<file path="src/rtl/fetch_unit.sv">
// Instruction fetch stage: single-outstanding imem requests feeding a small FIFO.
// Optional backward-taken branch prediction via FETCH_BTFN_PREDICT_EN.
module fetch_unit #(
  parameter logic [31:0] RESET_PC  = 32'h0000_0000,
  parameter int          BUF_DEPTH = 2
) (
  input  logic        clk,
  input  logic        nrst,
  input  logic        fd_en,
  input  logic        redirect_valid,
  input  logic [31:0] redirect_pc,
  output logic        imem_req,
  output logic [31:0] imem_addr,
  input  logic        imem_ack,
  input  logic        imem_rvalid,
  input  logic [31:0] imem_rdata,
  output logic [31:0] instr_out,
  output logic [31:0] pc_out,
  output logic        instr_valid,
  output logic        chng2nop,
  output logic        fetch_stall
);

  localparam int AW = (BUF_DEPTH > 2) ? 2 : 1;
  localparam logic [AW:0] DEPTH = (AW+1)'(BUF_DEPTH);

  typedef enum logic [1:0] {
    IDLE,
    REQ,
    WAIT,
    FLUSH
  } state_t;

  state_t        state;
  state_t        state_nxt;
  logic [31:0]   fetch_pc;
  logic [31:0]   next_pc;
  logic [31:0]   buf_instr [BUF_DEPTH];
  logic [31:0]   buf_pc    [BUF_DEPTH];
  logic [AW-1:0] rd_ptr;
  logic [AW-1:0] wr_ptr;
  logic [AW:0]   count;
  logic          c2n;
  logic          push;
  logic          pop;
  logic          unused_bits;

`ifdef FETCH_BTFN_PREDICT_EN
  logic [31:0] b_imm;
  logic        btfn;
  assign b_imm = {{20{imem_rdata[31]}}, imem_rdata[7],
                  imem_rdata[30:25], imem_rdata[11:8], 1'b0};
  assign btfn  = (imem_rdata[6:0] == 7'b1100011) && imem_rdata[31];
  assign next_pc = btfn ? fetch_pc + b_imm : fetch_pc + 32'd4;
`else
  assign next_pc = fetch_pc + 32'd4;
`endif

  assign unused_bits = ^{redirect_pc[1:0], next_pc[1:0]};

  assign push = (state == WAIT) && imem_rvalid && !redirect_valid;
  assign pop  = fd_en && instr_valid && !redirect_valid;

  assign instr_valid = (count != '0);
  assign fetch_stall = !instr_valid;
  assign instr_out   = instr_valid ? buf_instr[rd_ptr] : 32'h0000_0013;
  assign pc_out      = instr_valid ? buf_pc[rd_ptr] : fetch_pc;
  assign imem_req    = (state == REQ);
  assign imem_addr   = {fetch_pc[31:2], 2'b00};
  assign chng2nop    = c2n;

  always_ff @(posedge clk) begin
    if (!nrst) begin
      state    <= IDLE;
      fetch_pc <= RESET_PC;
      rd_ptr   <= '0;
      wr_ptr   <= '0;
      count    <= '0;
      c2n      <= 1'b0;
    end else begin
      state <= state_nxt;
      c2n   <= redirect_valid;
      if (redirect_valid) begin
        fetch_pc <= {redirect_pc[31:2], 2'b00};
        rd_ptr   <= '0;
        wr_ptr   <= '0;
        count    <= '0;
      end else begin
        if (push) begin
          fetch_pc <= {next_pc[31:2], 2'b00};
          wr_ptr   <= wr_ptr + AW'(1);
        end
        if (pop) begin
          rd_ptr <= rd_ptr + AW'(1);
        end
        count <= count + (AW+1)'(push) - (AW+1)'(pop);
      end
    end
  end

  // Entry PC is the request PC: fetch_pc only moves on push.
  always_ff @(posedge clk) begin
    if (push) begin
      buf_instr[wr_ptr] <= imem_rdata;
      buf_pc[wr_ptr]    <= fetch_pc;
    end
  end

  always_comb begin
    state_nxt = state;
    unique case (state)
      IDLE: begin
        if (!redirect_valid && count < DEPTH) begin
          state_nxt = REQ;
        end
      end
      REQ: begin
        if (redirect_valid) begin
          state_nxt = imem_ack ? FLUSH : IDLE;
        end else if (imem_ack) begin
          state_nxt = WAIT;
        end
      end
      WAIT: begin
        // A response landing with the redirect is itself the discard.
        if (redirect_valid) begin
          state_nxt = imem_rvalid ? IDLE : FLUSH;
        end else if (imem_rvalid) begin
          state_nxt = IDLE;
        end
      end
      FLUSH: begin
        if (imem_rvalid) begin
          state_nxt = IDLE;
        end
      end
    endcase
  end

endmodule

</file>
<file path="config.mk">
export PLATFORM = sky130hd
export DESIGN_NAME = fetch_unit
export DESIGN_NICKNAME = d
export VERILOG_FILES = /design/src/rtl/fetch_unit.sv
export SDC_FILE = /design/constraint.sdc
export NUM_CORES = 1
export LEC_CHECK = 0
export ABC_CLOCK_PERIOD_IN_PS = 10240
export BUFFER_PORTS_ARGS = -buffer_cell sky130_fd_sc_hd__buf_2
export CAP_MARGIN = 10
export CORE_AREA = 2 2 114 116
export DETAILED_ROUTE_END_ITERATION = 12
export DIE_AREA = 0 0 116 118
export PLACE_DENSITY = 0.84
export SLEW_MARGIN = 10
export SYNTH_ARGS = -nofsm -noshare
export SYNTH_HDL_FRONTEND = slang
export SYNTH_SLANG_ARGS = --single-unit
</file>
<file path="constraint.sdc">
create_clock -name clk -period 10.24 [get_ports clk]
set_clock_uncertainty 0.15 [all_clocks]
set_input_delay 1.536 -clock clk [delete_from_list [all_inputs] [get_ports clk]]
set_output_delay 1.536 -clock clk [all_outputs]
set_load 0.02 [all_outputs]
</file>
==> out/metrics.yaml <==
setup_path:
  crit_cells: 6
  worstPathMaxFanout: 56
  max_stage_delay_ns: 0.54
  startpoint_type: "flop"
  crit_buf_inv: 3
  r2r_end: "buf_pc[1][29]"
  worstPathArrival_ns: 2.60
  r2r_cells: 4
  rrSetupSlack_ns: 7.38
  cp.required_ns: 8.55
  crit_type: "flop to output port"
  cp_cell_sequence: "or2_2 -> inv_2 -> buf_4 -> nand2_1 -> o21ai_0 -> buf_2"
  critical-path-top-delay-family: "buffers and inverters"
  worstSetupEndpointType: "output port"
  slowest_stage: "buf_4"
  rr_startpoint: "state[1]"
global_routing:
  grt_max_degree: 63
  track_usage: 0.229
  grt_pass1_vias: 4892
  grt_pass1_wl_um: 24300
  grt-ovfl-total: 0
  antenna_found_initial: 0
detailed_routing:
  avgViaCountPerCell: 5.63
  drtIter0Drc: 492
  drt-total-wl_um: 15700
  drcViolationCount: 0
  firstDrtPassIters: 5
  wl_per_cell_um: 17.4
  num_vias: 5090
  ant_nets: 0
placed_design:
  dpl.cell_count: 872
  dpl.hpwl_um: 10300
  gp_congestion: 0.883
  place_ws_ns: 6.12
  numPortBuffers: 163
clocking:
  cts.repair.resized: 0
  h-tree-depth: 4
  post_cts_buffers: 0
  cts_root_buf: "clkbuf_16"
  max-clock-path-buffers: 2
  clock-sinks: 162
  cts.hold.buffers_added: 0
  path_clk_slew_ns: 0.06
  clk_latency_ns: 0.41
  cts_buffers: 17
  cts_tree: "done"
final_layout:
  final_common_cell: "buf_2"
  multi_input_area_um2: 2380
  fill_cells: 919
  finalNonFillerCells: 904
  mostFrequentLayoutCells: "buf_2 (163), edfxtp_1 (124), mux2i_1 (63)"
  drive_above_1_share: 0.283
  area_growth_pct: 21.4
  regArea_um2: 4490
  fin_nets: 792
  num_antenna_cells: 0
power:
  power_switching_share: 0.229
  vdd_ir_drop_max_uv: 88.3
  power_frac_comb: 0.069
  power.density_nw_per_um2: 171
  p_int_w: 0.00113
  pwr-share-seq: 0.508
  p_sw_w: 0.000335
  cellLeakagePower_nw: 3.16
  p_clk_frac: 0.423
hold_path:
  hold_path_end: "rd_ptr"
  whs_path_depth: 2
  min_from: "rd_ptr"
  hold_path_class: "flop to flop"
floorplan:
  dieArea_um2: 13700
  io_pins: 170
  die_w_um: 116
  initial_utilization: 0.567
  placement_rows: 41
  dieHeight_um: 118
  core-area_um2: 12400
synthesis:
  synth_area_um2: 7030
  seq_area_frac_synth: 0.637
  synth_top_area_share: 0.529
  ys_types: 53
  synth.ff_latch_count: 162
  synth_flop_cell: "edfxtp_1"
  synth_top_cells_by_area: "edfxtp_1 (53%), dfxtp_1 (11%), mux2i_1 (9.0%), o21ai_0 (3.6%), nand2_1 (2.7%)"
  synthCells: 569
  avgSynthCellArea_um2: 12.4
  async_flop_share: 0
  yosys.area.top_type: "edfxtp_1"
  yosys_warnings: 0
  synth-edff-count: 124
timing:
  finalCritPeriodShare: 0.419
  whs_ns: 0.373
  setup_violations: 0
  period_needed_ns: 4.29
  max_freq_mhz: 233
  rsz0062_at_grt: "no"
  finalWorstSetupSlack_ns: 5.95
  hold_viol: 0
  worst_slew_pin_slew_ns: 1.19
  setup-tns-final_ns: 0
  drv_slew: 0
  max_slew_margin: 0.198
outcome:
  status: "finished clean"
job:
  cap_viol_max_count: 0
==> worst register-to-register path: stages, from the launching register on <==
cell	delay, ns
dfxtp_1	0.48
nand3b_4	0.19
nand2b_1	0.30
nor2_4	0.84
buf_4	0.53
==> metal layers <==
metal  global-route usage  routed length (um)  share of wire  vias up
met4               0.0848                 248          0.016        0
li1                     -                   -              -     2437
met3               0.0505                1010          0.064       24
met2                0.382                7700           0.49      197
met5                    0                   0              0        -
met1                0.292                6770           0.43     2432
==> flip-flops by register name, indices dropped and copies added (netlist names), named ones only <==
register,count
fetch_pc,30
state,2
count,2
buf_pc,60
wr_ptr,1
buf_instr,64
rd_ptr,1
chng2nop,1
==> worst max path at each step <==
stage,start,slack [ns],endpoint
floorplan,imem_rvalid,5.15,buf_instr[0][0]
global placement,redirect_valid,6.23,buf_pc[1][2]
detailed placement,redirect_valid,6.12,buf_pc[1][3]
CTS,count[1],5.92,pc_out[15]
global route,count[1],5.74,pc_out[31]
finish,count[1],5.95,pc_out[15]
==> synthesized netlist by cell type, types with 8 or more instances <==
library cell  number
a31oi_1            8
nand4_1           11
nand3_1           11
clkbuf_1          29
o21ai_0           51
nor4_1            12
nor3_1             9
nand2_1           51
nor2_1            43
mux2i_1           63
xnor2_1           10
dfxtp_1           38
edfxtp_1         124
==> cell type report <==
cell class	count	share of cell area
Clock buffer	21	0.0528
Clock inverter	11	0.0152
Inverter	6	0.00264
Multi-Input combinational cell	365	0.279
Sequential cell	162	0.526
Tap cell	172	0.0252
Timing Repair Buffer	167	0.0991
==> power groups by stage <==
stage / logic, W / clock network, W / registers [W]
after global routing: 0.000109 / 0.000654 / 0.000744
after detailed placement: 0.0000999 / 0 / 0.000756
after CTS: 0.000100 / 0.000624 / 0.000742
after global placement: 0.0000966 / 0 / 0.000755
final: 0.000100 / 0.000618 / 0.000743
after floorplan: 0.0000511 / 0 / 0.000759
==> metrics by stage <==
step / area [um^2] / utilization / total power [W]
2_1_floorplan: 7050 / - / 0.000810
6_report: 8540 / 0.688 / 0.00146
4_1_cts: 8540 / 0.688 / 0.00147
5_1_grt: 8540 / 0.688 / 0.00151
3_5_place_dp: 7960 / 0.641 / 0.000856
3_3_place_gp: 7960 / 0.641 / 0.000851
==> cells by family (layout without fill, tap and decap cells) <==
logic type      count (synthesis)  in the layout  synth area share
compound gates                 98             98            0.0888
xor+xnor                       14             14            0.0174
fa+ha+maj                       3              3           0.00534
buf+inv                        45            205            0.0272
flops                         162            162             0.637
mux                            63             63            0.0896
other cells                     1              4          0.000533
simple gates                  183            183             0.134
Power figures use the tool's default switching activity.
